--- src/rtl/spi_reg_ctrl.sv ---
// spi_reg_ctrl: decodes slave-select framed SPI bytes into register reads/writes.
// Build option: define SPI_REG_AUTOINC_EN to advance the pointer per data byte.
module spi_reg_ctrl #(
    parameter int unsigned NUM_REGS  = 8,
    parameter int unsigned ADDR_W    = 3,
    parameter logic [7:0]  SYNC_BYTE = 8'hA5
) (
    input  logic                  clk,
    input  logic                  rst_n,
    input  logic                  ss,
    input  logic [7:0]            rx_byte,
    input  logic                  rx_valid,
    input  logic                  tx_req,
    output logic [7:0]            tx_byte,
    output logic [NUM_REGS*8-1:0] regs_flat,
    output logic                  wr_strobe,
    output logic [ADDR_W-1:0]     wr_addr,
    output logic [7:0]            err_cnt
);

`ifdef SPI_REG_AUTOINC_EN
    localparam bit AUTOINC = 1'b1;
`else
    localparam bit AUTOINC = 1'b0;
`endif

    localparam logic [7:0]        NREG8 = 8'(NUM_REGS);
    localparam logic [ADDR_W-1:0] LAST  = ADDR_W'(NUM_REGS - 1);

    typedef enum logic [1:0] {
        IDLE,
        CMD,
        DATA,
        DROP
    } state_e;

    state_e              state_q, state_d;
    logic [ADDR_W-1:0]   ptr_q, ptr_d;
    logic                wr_mode_q, wr_mode_d;
    logic [7:0]          tx_q, tx_d;
    logic                strobe_q, strobe_d;
    logic [ADDR_W-1:0]   waddr_q, waddr_d;
    logic [7:0]          err_q, err_d;
    logic [7:0]          regs_q [NUM_REGS];
    logic                we;

    logic                ss_q1, ss_s_q, ss_prev_q;
    logic [1:0]          fill_q;
    logic                ss_fall, ss_rise;

    logic [ADDR_W-1:0]   cmd_addr;
    logic                cmd_bad;
    logic [ADDR_W-1:0]   ptr_wrap;
    logic [ADDR_W-1:0]   ptr_nxt;

    // tx_req needs no action: tx_byte is always kept stable ahead of it
    logic                unused_tx_req;
    assign unused_tx_req = tx_req;

    // Synchronise ss; prev only holds real samples once the chain is refilled,
    // so a low ss at reset release is not mistaken for a frame start
    always_ff @(posedge clk or negedge rst_n) begin
        if (!rst_n) begin
            ss_q1     <= 1'b1;
            ss_s_q    <= 1'b1;
            fill_q    <= 2'b00;
            ss_prev_q <= 1'b0;
        end else begin
            ss_q1     <= ss;
            ss_s_q    <= ss_q1;
            fill_q    <= {fill_q[0], 1'b1};
            ss_prev_q <= ss_s_q & fill_q[1];
        end
    end

    assign ss_fall  = ss_prev_q & ~ss_s_q;
    assign ss_rise  = ~ss_prev_q & ss_s_q;

    assign cmd_addr = rx_byte[ADDR_W-1:0];
    assign cmd_bad  = ({1'b0, rx_byte[6:0]} >= NREG8);
    assign ptr_wrap = (ptr_q == LAST) ? '0 : ptr_q + ADDR_W'(1);
    assign ptr_nxt  = AUTOINC ? ptr_wrap : ptr_q;

    // Frame state machine: next state, pointer, tx byte and write enable
    always_comb begin
        state_d   = state_q;
        ptr_d     = ptr_q;
        wr_mode_d = wr_mode_q;
        tx_d      = tx_q;
        strobe_d  = 1'b0;
        waddr_d   = waddr_q;
        err_d     = err_q;
        we        = 1'b0;
        unique case (state_q)
            IDLE: begin
                if (ss_fall) begin
                    state_d = CMD;
                    tx_d    = SYNC_BYTE;
                end
            end
            CMD: begin
                if (rx_valid) begin
                    if (cmd_bad) begin
                        state_d = DROP;
                        tx_d    = 8'h00;
                        if (err_q != 8'hFF) begin
                            err_d = err_q + 8'd1;
                        end
                    end else begin
                        state_d   = DATA;
                        ptr_d     = cmd_addr;
                        wr_mode_d = rx_byte[7];
                        if (!rx_byte[7]) begin
                            tx_d = regs_q[cmd_addr];
                        end
                    end
                end
            end
            DATA: begin
                if (rx_valid) begin
                    ptr_d = ptr_nxt;
                    if (wr_mode_q) begin
                        we       = 1'b1;
                        strobe_d = 1'b1;
                        waddr_d  = ptr_q;
                    end else begin
                        tx_d = regs_q[ptr_nxt];
                    end
                end
            end
            DROP: begin
                tx_d = 8'h00;
            end
            default: begin
                state_d = IDLE;
            end
        endcase
        // Frame end wins over everything but lets the last byte complete
        if ((state_q != IDLE) && ss_rise) begin
            state_d = IDLE;
            tx_d    = SYNC_BYTE;
        end
    end

    // Control and status registers
    always_ff @(posedge clk or negedge rst_n) begin
        if (!rst_n) begin
            state_q   <= IDLE;
            ptr_q     <= '0;
            wr_mode_q <= 1'b0;
            tx_q      <= SYNC_BYTE;
            strobe_q  <= 1'b0;
            waddr_q   <= '0;
            err_q     <= 8'h00;
        end else begin
            state_q   <= state_d;
            ptr_q     <= ptr_d;
            wr_mode_q <= wr_mode_d;
            tx_q      <= tx_d;
            strobe_q  <= strobe_d;
            waddr_q   <= waddr_d;
            err_q     <= err_d;
        end
    end

    // Register bank, written at the pointer on each data byte of a write frame
    always_ff @(posedge clk or negedge rst_n) begin
        if (!rst_n) begin
            for (int i = 0; i < NUM_REGS; i++) begin
                regs_q[i] <= 8'h00;
            end
        end else if (we) begin
            regs_q[ptr_q] <= rx_byte;
        end
    end

    for (genvar g = 0; g < NUM_REGS; g++) begin : g_flat
        assign regs_flat[8*g +: 8] = regs_q[g];
    end

    assign tx_byte   = tx_q;
    assign wr_strobe = strobe_q;
    assign wr_addr   = waddr_q;
    assign err_cnt   = err_q;

endmodule

--- config.mk ---
export PLATFORM = sky130hd
export DESIGN_NAME = spi_reg_ctrl
export DESIGN_NICKNAME = d
export VERILOG_FILES = /design/src/rtl/spi_reg_ctrl.sv
export SDC_FILE = /design/constraint.sdc
export NUM_CORES = 1
export LEC_CHECK = 0
export ABC_AREA = 1
export CORE_MARGIN = 3
export CORE_UTILIZATION = 55
export CTS_BUF_LIST = sky130_fd_sc_hd__clkbuf_8
export DETAILED_ROUTE_END_ITERATION = 7
export PLACE_DENSITY = 0.83
export SKIP_LAST_GASP = 1
export SYNTH_ARGS = -nofsm -noshare
export SYNTH_HDL_FRONTEND = slang
export SYNTH_SLANG_ARGS = --single-unit
--- constraint.sdc ---
create_clock -name clk -period 1.9 [get_ports clk]
set_input_delay 0.38 -clock clk [delete_from_list [all_inputs] [get_ports clk]]
set_output_delay 0.38 -clock clk [all_outputs]
set_load 0.005 [all_outputs]
After elaboration in Yosys (flattened, before gate mapping)
Index checks and enable logic that the tools add are counted.
W data, S select, Z words.
- add/sub/neg operators: 1
- order comparisons: 4
- equality and inequality tests: 9
- muxes and demuxes: 25
- bitwise logic cells: 8
- reductions and logical operators: 10
- operator list (kind ; number):
    $mux W8 ; 12
    $bwmux W64 ; 1
    $bmux W8 S3 ; 2
    $pmux W8 S4 ; 1
    $demux W8 S3 ; 1
    $ne A3 B3 Y1 const B ; 4
    $reduce_and A3 Y1 ; 3
    $add A8 B1 Y8 const B ; 1
    $ge A4 B4 Y1 const B ; 2
    $ne A8 B8 Y1 const B ; 1
    $not A3 Y4 ; 2
    $ge A7 B4 Y1 const B ; 1
    $mux W2 ; 3
    $reduce_and A5 Y1 ; 1
    $eq A2 B2 Y1 const B ; 2
    $lt A4 B1 Y1 const B ; 1
    $mux W1 ; 4
    $ne A4 B4 Y1 const B ; 1
    $pmux W2 S2 ; 1
    $reduce_and A4 Y1 ; 1
    $and A1 B1 Y1 ; 3
    $not A1 Y1 ; 3
    $reduce_bool A3 Y1 ; 1
    $eq A2 B1 Y1 const B ; 1
    other kinds (3) ; 4
- register bits: 95
- output and inout port bits: 84
- logic and storage cells: 76

Longest topological paths before layout
Gate-level depths: netlist (run 1).
- depth in word-level cells: 9
- gate-level depth with buffers: 11

Worst setup path after synthesis (run 1)
Ideal clock, no wire load.
- kind: register to register
- start: register state_q[1]
- end: register regs_q, in the netlist regs_flat[39]
- data arrival time: 1345 ps
- data required time: 1774 ps
- setup slack: 429 ps
- stages on the path, launching flop included: 9
- path buffers: 1
- clock period less this slack: 1471 ps
- cells stage by stage: dfrtp_1 -> inv_2 -> nor2_4 -> nand3_4 -> nor2_8 -> nand2_4 -> buf_6 -> nand2_1 -> o21ai_2
- word-level cells in the longest chain between the ends: 2
- RTL lines (item ; RTL line ; RTL):
    from (decl) ; 37 ; state_e state_q, state_d;
    from (signal assigned) ; 156 ; state_q <= state_d;
    $eq A2 B2 Y1 ; 94 ; unique case (state_q)
    $mux W1 ; 94 ;
    to (signal, indexed assignment) ; 173 ; regs_q[ptr_q] <= rx_byte;
    to (decl) ; 44 ; logic [7:0] regs_q [NUM_REGS];
No other way between the ends.
A chain may end at the register's enable or synchronous reset.

Final worst setup path (run 1)
- start: register regs_q, in the netlist regs_flat[17]
- end: output port regs_flat[17]
- RTL lines (item ; RTL line ; RTL):
    to (decl) ; 15 ; output logic [NUM_REGS*8-1:0] regs_flat,
No word-level cell between the ends.

==> results_dict.tcl, run 1 <==
set metrics [dict create \
    critPathRequiredTime_ns 1.52 \
    ctsResizeCount 0 \
    cts-hold-fix-buffers 0 \
    relSlewSlack_pct 66.57 \
    post_drt_wl_per_cell_um 15.85 \
    synthFlopType "dfrtp_1" \
    finalPower_mw 6.815 \
    synth_warnings 0 \
    hold_class "in -> async" \
    instances_no_fill 936 \
    portBuffers 95 \
    start_kind "register" \
    synth_top_area_share_pct 42.20 \
    endpoint_kind "primary output" \
    syn-cell-area_um2 5278 \
    cp_cell_sequence "clkdlybuf4s50_1" \
    hold_viol 0 \
    arrival_ns 1.43 \
    cts_num_sinks 95 \
    firstDrtPassIters 5 \
    combPwrFrac_pct 39.4 \
    detail-route-antenna-nets 0 \
    diodes 0 \
    totalWireLength_um 14830 \
    clkPwrFrac_pct 20.6 \
    yosysSeqAreaShare_pct 45.19 \
    ios 97 \
    avgSynthCellArea_um2 7.529 \
    cp_top_family "buffers and inverters" \
    crit_path_top_delay_cell "clkdlybuf4s50_1" \
    hpwl_um 10780 \
    core.rowCount 35 \
    fin_crit_sh_pct 95.15 \
    seqPwrFrac_pct 39.9 \
    p_sw_share_pct 38.15 \
    synth_largest_area_cell "dfrtp_1" \
    grt-ovfl-total 0 \
    drc 0 \
    met2_length_um 7273 \
    postLayoutCoreUtil_pct 71.48 \
    place_ws_ns -0.05157 \
    layout-drive-gt1-share_pct 11.15 \
    p_switching_mw 2.600 \
    place_area_um2 6427 \
    finalSetupViolations 0 \
    power_density_nw_per_um2 1027 \
    worst-path-max-fanout 4 \
    cts-root-buf "clkbuf_8" \
    core_um2 9284 \
    clk_pin_slew_ns 0.09 \
    critPathKind "reg -> out" \
    grt_usage_pct 28.18 \
    drt_iter0_drc 371 \
    highest_layer "met4" \
    setup_ws_ns 0.09209 \
    power.internal_mw 4.215 \
    cap_viol_max_count 0 \
    area_growth_syn_to_layout_pct 25.75 \
    synthArstFlopShare_pct 100.0 \
    slew_violations 0 \
    antenna_found_initial 0 \
    worst-path-buf-inv 1 \
    vias 5027 \
    worst_path_largest_cell_delay_ns 0.57 \
    tightest_slew_ns 0.5014 \
    fmax_ghz 0.5531 \
    fin_tns_setup_ns 0 \
    min_period_ns 1.808 \
    clk_latency_ns 0.37 \
    cts_htree_levels 3 \
    leakagePower_nw 3.227 \
    design_area_um2 6636 \
    cts_tree "done" \
    synth-seq-cells 95 \
    cts_buffer_depth 2 \
    cts_setup_buffers 0 \
    gp_congestion 0.9327 \
    rsz0062_at_grt "no" \
    synth_cells 701 \
    outcome "finished, final reports clean" \
    peakVddDrop_mv 0.5460 \
    numCtsBuffers 9 \
    die_width_um 104.0 \
    viasPerCell 5.371 \
    clock_skew_ns 0.01368 \
    yosysUniqueCellTypes 33 \
    grt_max_degree 96 \
    die_area_um2 10810 \
    synth.area.top_cells "dfrtp_1 42%, nand2_1 18%, nand3_1 7.1%, inv_1 5.8%, o21ai_1 4.5%" \
    floorplan.initialDensity_pct 56.85 \
    synth_edf_count 0 \
    synth_nets 715 \
    wl_met3_um 995 \
    met1_length_um 6195 \
    fp.dieH_um 104.0 \
    grt_pass1_wl_um 24610 \
    first_global_vias 4948 \
    fin_hold_ws_ns 0.04606 \
    placed_cells 920 \
    fin_nets 816 \
]
registers in the layout (all words and copies together) (netlist names):
signal	flops
wr_strobe	1
regs_flat	64
wr_addr	3
fill_q	2
ptr_nxt	3
tx_byte	8
wr_mode_q	1
ss_q1	1
state_q	2
ss_prev_q	1
err_cnt	8
ss_s_q	1
logic make-up (layout without fill, tap and decap cells):
family	count (synthesis)	after routing	share of synthesized area (%)
and+or+nand+nor	381	381	31.96
buffers and inverters	116	222	9.697
other	1	1	0.07106
AOI/OAI and AO/OA	100	100	11.69
DFF	95	95	45.19
adders and majority gates	1	1	0.2370
xor gates and xnor gates	7	7	1.162
power by group through the flow:
stage               combinational, mW  sequential [mW]  clock, mW
finish                           2.69             2.72       1.41
global route                     2.99             2.77       1.50
CTS                              2.68             2.72       1.42
detailed placement               2.67             2.76          0
global placement                 2.58             2.74          0
floorplan                        1.58             2.71          0
cell usage in the layout (no fill, tap or decap), types with 2 or more instances in the layout:
| cell | count |
|---|---|
| xnor2_1 | 3 |
| o21ai_2 | 20 |
| clkbuf_8 | 11 |
| clkdlybuf4s50_1 | 94 |
| dfrtp_1 | 89 |
| a21oi_1 | 4 |
| nor2_4 | 3 |
| nand2_4 | 8 |
| xor2_1 | 4 |
| o211ai_1 | 10 |
| o21ai_1 | 47 |
| o21ai_0 | 18 |
| buf_4 | 24 |
| nor2_1 | 28 |
| nand2_1 | 253 |
| clkinv_1 | 2 |
| dfstp_2 | 6 |
| clkinvlp_4 | 2 |
| or2_2 | 4 |
| inv_1 | 83 |
| buf_12 | 3 |
| nand3_1 | 75 |
| nand4_1 | 3 |
| nor2_8 | 2 |
cells in the mapped netlist (4+ instances only):
master	count
a21oi_1	4
inv_1	82
xor2_1	4
buf_6	8
nor2_1	28
nand2_4	8
o21ai_1	47
buf_2	10
o21ai_0	18
o21ai_2	20
dfstp_2	6
o211ai_1	10
or2_2	4
dfrtp_1	89
nand2_1	253
clkbuf_1	10
nand3_1	75
final cells by class:
type                    instances  area [um2]
fillers                       755        2648
flip-flops and latches         95        2385
multi-input cells             490        2381
repair buffers                121        1181
inverters                      85       319.1
well taps                     129       161.4
clock buffers                  11       151.4
clock inverters                 5       57.56
per-layer routing:
metal,GRT usage [%],vias up
met1,36.88,2385
met3,4.842,31
met4,11.11,0
met2,46.80,200
li1,-,2411
met5,0,-
worst paths after layout:
check                                   start       endpoint  slack, ns  depth (start not counted)
worst min register to register          ss_q1         ss_s_q       0.37                          0
worst max register to register     ptr_nxt[1]     tx_byte[6]       0.19                          8
min in group clk                        ss_q1         ss_s_q       0.37                          0
max in group asynchronous               rst_n          ss_q1       1.46                          2
worst max-delay path            regs_flat[17]  regs_flat[17]       0.09                          1
worst min-delay path                    rst_n  regs_flat[41]       0.05                          2
Note: power is estimated with default switching activity, not from simulation.
==> run 2: changes to the inputs <==
- CORE_UTILIZATION: 55 -> 53
- CTS_BUF_LIST: sky130_fd_sc_hd__clkbuf_8 -> sky130_fd_sc_hd__clkbuf_16
- GPL_TIMING_DRIVEN: unset -> 0
- HOLD_SLACK_MARGIN: unset -> 0.15
- PLACE_DENSITY: 0.83 -> 0.81
==> results_dict.tcl, run 2 (same netlist as run 1, synthesis figures left out) <==
set metrics [dict create \
    portBuffers 92 \
    ios 97 \
    finalSetupViolations 0 \
    fmax_ghz 0.5436 \
    outcome "finished, final reports clean" \
    min_period_ns 1.840 \
    vias 5225 \
    firstDrtPassIters 5 \
    diodes 0 \
    endpoint_kind "register" \
    final_cell_mix "252 x nand2_1, 91 x clkdlybuf4s50_1, 88 x dfrtp_1" \
    antenna_found_initial 0 \
    area_growth_syn_to_layout_pct 28.54 \
    multi_input_area_um2 2390 \
    grt_max_degree 55 \
    drt_iter0_drc 375 \
    core_um2 9459 \
    critPathRequiredTime_ns 2.11 \
    seqCellArea_um2 2386 \
    setup_ws_ns 0.06045 \
    fin_crit_sh_pct 96.82 \
    reg2regPathDepth 8 \
    start_kind "register" \
    fin_nets 830 \
    cts_buffer_depth 2 \
    hold_end "ss_s_q" \
    arrival_ns 2.05 \
    place_ws_ns -0.5031 \
    layout-drive-gt1-share_pct 11.81 \
    grt_usage_pct 31.09 \
    cts_htree_levels 3 \
    first_global_vias 5032 \
    final_common_cell "nand2_1" \
    totalWireLength_um 17130 \
    die_width_um 105.8 \
    detail-route-antenna-nets 0 \
    rsz0062_at_grt "yes" \
    viasPerCell 5.500 \
    hold_viol 0 \
    rr_startpoint "state_q[1]" \
    cts_tree "done" \
    power_density_nw_per_um2 1084 \
    post_drt_wl_per_cell_um 18.03 \
    finalPower_mw 7.357 \
    clk_pin_slew_ns 0.07 \
    floorplan.initialDensity_pct 55.79 \
    die_area_um2 11190 \
    cts-root-buf "clkbuf_16" \
    rr_endpoint "regs_flat[39]" \
    fp.dieH_um 105.8 \
    r2r_slack_ns 0.06 \
    slew_violations 0 \
    clk_latency_ns 0.34 \
    worst-path-max-fanout 10 \
    core.rowCount 35 \
    drc 0 \
    grt_pass1_wl_um 26980 \
    critPathKind "reg -> reg" \
    min_from "ss_q1" \
    peakVddDrop_mv 0.5825 \
    hpwl_um 12660 \
    tightest_slew_ns 0.8644 \
    cap_viol_max_count 0 \
    hold_depth 0 \
    hold_class "reg -> reg" \
    cts_num_sinks 95 \
    largest_reg_flops 64 \
    clock_skew_ns 0.01108 \
    numCtsBuffers 9 \
    relSlewSlack_pct 42.38 \
    leakagePower_nw 3.293 \
    grt-ovfl-total 0 \
    num-fill-cells 769 \
    gp_congestion 0.9639 \
]
[run 2: power by group]
| group | internal [mW] | total [mW] | leakage, nW | switching (mW) |
|---|---|---|---|---|
| sequential | 2.38 | 2.74 | 1.28 | 0.361 |
| combinational | 1.16 | 2.78 | 1.87 | 1.62 |
| clock | 1.03 | 1.83 | 0.148 | 0.807 |
| total | 4.57 | 7.36 | 3.29 | 2.79 |
[run 2: layer usage]
metal	vias up	wire length, um	GRT usage (%)
li1	2440	-	-
met4	0	495	11.66
met5	-	0	0
met2	222	7950	48.77
met1	2523	7463	43.59
met3	40	1220	4.899
[run 2: how the worst max path moves through the flow]
stage | from | end | slack [ns] | cells after the start
finish | state_q[1] | regs_flat[39] | 0.06 | 8
global route | state_q[1] | regs_flat[39] | -0.01 | 8
CTS | state_q[1] | regs_flat[39] | -0.02 | 8
detailed placement | rx_byte[3] | ptr_nxt[2] | -0.50 | 7
global placement | rst_n | err_cnt[3] | -2.76 | 1
floorplan | state_q[1] | regs_flat[39] | 0.43 | 8
[run 2: final cells by class]
type / count / area share [%]
Buffer: 31 / 2.877
Clock buffer: 9 / 3.320
Clock inverter: 7 / 1.070
Inverter: 85 / 4.758
Multi-Input combinational cell: 490 / 35.23
Sequential cell: 95 / 35.17
Tap cell: 129 / 2.379
Timing Repair Buffer: 104 / 15.20
[run 2: stage by stage]
stage                     cells  TNS [ns]  cell area, um2  util, %  hold slack, ns
final                       950         0            6784    71.72          0.3574
after global routing        950  -0.01162            6784    71.72          0.3648
after CTS                   940  -0.01705            6699    70.82          0.3589
after detailed placement    923    -11.07            6385    67.50          0.3471
after global placement      922   -264.78            6360    67.24          0.3328
after floorplan             701         0            5278        -         0.08441
[run 2: what timing repair did]
item / in CTS / in global routing
hold buffers: 1 / 0
pin swaps: 0 / 3
gates resized for setup: 1 / 4
hold endpoints to repair: 41 / 0
buffers inserted: 0 / 10
setup endpoints to repair: 4 / 44
[run 2: critical path, stage by stage (launching register included)]
cell and delay (ns):
dfrtp_1 0.47, inv_2 0.07, nor2_4 0.18, nand3_4 0.19, nor2_8 0.31, nand2_4 0.15
buf_6 0.19, nand2_1 0.08, o21ai_2 0.05
==> run 3: changes to the inputs <==
- CELL_PAD_IN_SITES_DETAIL_PLACEMENT: unset -> 1
- CELL_PAD_IN_SITES_GLOBAL_PLACEMENT: unset -> 1
- CORE_UTILIZATION: 53 -> 38
- PLACE_DENSITY: 0.81 -> unset
- PLACE_DENSITY_LB_ADDON: unset -> 0.1
==> results_dict.tcl, run 3 (same netlist as run 1, synthesis figures left out) <==
set metrics [dict create \
    gp_congestion 0.9087 \
    hold_end "fill_q[1]" \
    grt_usage_pct 25.63 \
    grt_pass1_wl_um 29420 \
    rr_endpoint "tx_byte[6]" \
    peakVddDrop_mv 0.4488 \
    multi_input_area_um2 2390 \
    leakagePower_nw 3.274 \
    area_growth_syn_to_layout_pct 29.11 \
    outcome "finished, final reports clean" \
    detail-route-antenna-nets 0 \
    vias 5135 \
    hold_class "reg -> reg" \
    tightest_slew_ns 0.9064 \
    diodes 0 \
    cp_cell_sequence "clkdlybuf4s50_1 > nor2_1 > nand2_1 > nor3_4 > buf_4 > nand3_1 > nand2_1 > nor2_1 > nor2_1" \
    clock_skew_ns 0.01168 \
    clk_latency_ns 0.36 \
    place_ws_ns -0.6162 \
    crit_path_top_delay_cell "clkdlybuf4s50_1" \
    seqCellArea_um2 2389 \
    rr_startpoint "ptr_nxt[0]" \
    cts_htree_levels 3 \
    grt-ovfl-total 0 \
    core.rowCount 42 \
    slew_violations 0 \
    antenna_found_initial 0 \
    drc 0 \
    firstDrtPassIters 5 \
    fin_nets 827 \
    start_kind "input pin" \
    post_drt_wl_per_cell_um 18.90 \
    arrival_ns 2.10 \
    fin_tns_setup_ns 0 \
    worst-path-max-fanout 8 \
    cts-root-buf "clkbuf_16" \
    drt_iter0_drc 296 \
    core_um2 13400 \
    min_period_ns 1.812 \
    place_area_um2 6444 \
    cp_common_cell "nor2_1" \
    fmax_ghz 0.5520 \
    numCtsBuffers 9 \
    floorplan.initialDensity_pct 39.38 \
    layout-drive-gt1-share_pct 11.74 \
    critPathKind "in -> reg" \
    cap_viol_max_count 0 \
    setup_ws_ns 0.08845 \
    finalSetupViolations 0 \
    cp_top_family "simple AND/OR/NAND/NOR gates" \
    hold_viol 0 \
    die_width_um 123.9 \
    cts_num_sinks 95 \
    endpoint_kind "register" \
    r2r_slack_ns 0.11 \
    grt_max_degree 54 \
    totalWireLength_um 18780 \
    ios 97 \
    cts_buffer_depth 2 \
    rsz0062_at_grt "no" \
    min_from "fill_q[0]" \
    fin_crit_sh_pct 95.34 \
    largest_reg_flops 64 \
    relSlewSlack_pct 39.57 \
    fp.dieH_um 123.9 \
    final_common_cell "nand2_1" \
    reg2regPathDepth 9 \
    hold_depth 0 \
    viasPerCell 5.166 \
    hpwl_um 14080 \
    first_global_vias 5360 \
    cts_tree "done" \
    critPathRequiredTime_ns 2.19 \
    clk_pin_slew_ns 0.07 \
    portBuffers 92 \
    die_area_um2 15340 \
    power_density_nw_per_um2 1077 \
    num-fill-cells 1677 \
    worst-path-buf-inv 2 \
    final_cell_mix "253 x nand2_1, 91 x clkdlybuf4s50_1, 86 x dfrtp_1" \
    worst_path_largest_cell_delay_ns 0.43 \
    design_area_um2 6814 \
]
## run 3: changes by cell type in the layout (fill, tap and decap cells not counted)
| cell | delta |
|---|---|
| clkinv_2 | +1 |
| nand2_1 | +1 |
| nand2_2 | -1 |
| clkinv_1 | +1 |
| inv_1 | -1 |
| inv_2 | +1 |
| dfrtp_2 | +2 |
| clkinv_4 | -1 |
| inv_6 | -1 |
| nor2_1 | -1 |
| buf_4 | -3 |
| nor2_2 | +1 |
| dfrtp_1 | -2 |
## run 3: how the worst max path moves through the flow
stage	from	slack, ns	cells after the start	end
2_1_floorplan	state_q[1]	0.43	8	regs_flat[39]
3_3_place_gp	rst_n	-3.03	1	err_cnt[0]
3_5_place_dp	rx_byte[3]	-0.62	7	ptr_nxt[2]
4_1_cts	err_cnt[0]	0.02	7	err_cnt[6]
5_1_grt	rx_byte[2]	0.02	8	tx_byte[3]
6_report	rx_byte[3]	0.09	9	tx_byte[5]
## run 3: stage by stage
step,hold WS (ns),instances,utilization [%],power (mW)
floorplan,0.08441,701,-,4.286
global placement,0.3328,969,47.90,5.344
detailed placement,0.3432,970,48.09,5.482
CTS,0.3611,990,50.53,7.336
global route,0.3687,994,50.85,7.817
finish,0.3583,994,50.85,7.339
## run 3: cell type report
class / count / area share [%]
Clock buffer: 9 / 3.305
Inverter: 85 / 4.737
Buffer: 31 / 2.864
Multi-Input combinational cell: 490 / 35.07
Tap cell: 176 / 3.232
Timing Repair Buffer: 101 / 14.80
Clock inverter: 7 / 0.9365
Sequential cell: 95 / 35.05
## run 3: repair_timing
| action | 4_1_cts | 5_1_grt |
|---|---|---|
| resized for setup | 1 | 7 |
| endpoints found under the setup margin | 15 | 11 |
| endpoints found under the hold margin | 36 | 0 |
| buffers inserted | 3 | 4 |
| hold buffers | 1 | 0 |
| pin swaps | 2 | 0 |
## run 3: power by group
group	switching (mW)	internal (mW)
combinational	1.64	1.14
clock	0.800	1.01
sequential	0.363	2.39
total	2.80	4.54
## run 3: per-layer routing
metal / global-route usage, % / vias up / wire, um
li1: - / 2443 / -
met1: 34.92 / 2553 / 8578
met2: 42.11 / 114 / 9106
met3: 3.315 / 25 / 685
met4: 8.720 / 0 / 412
met5: 0 / - / 0
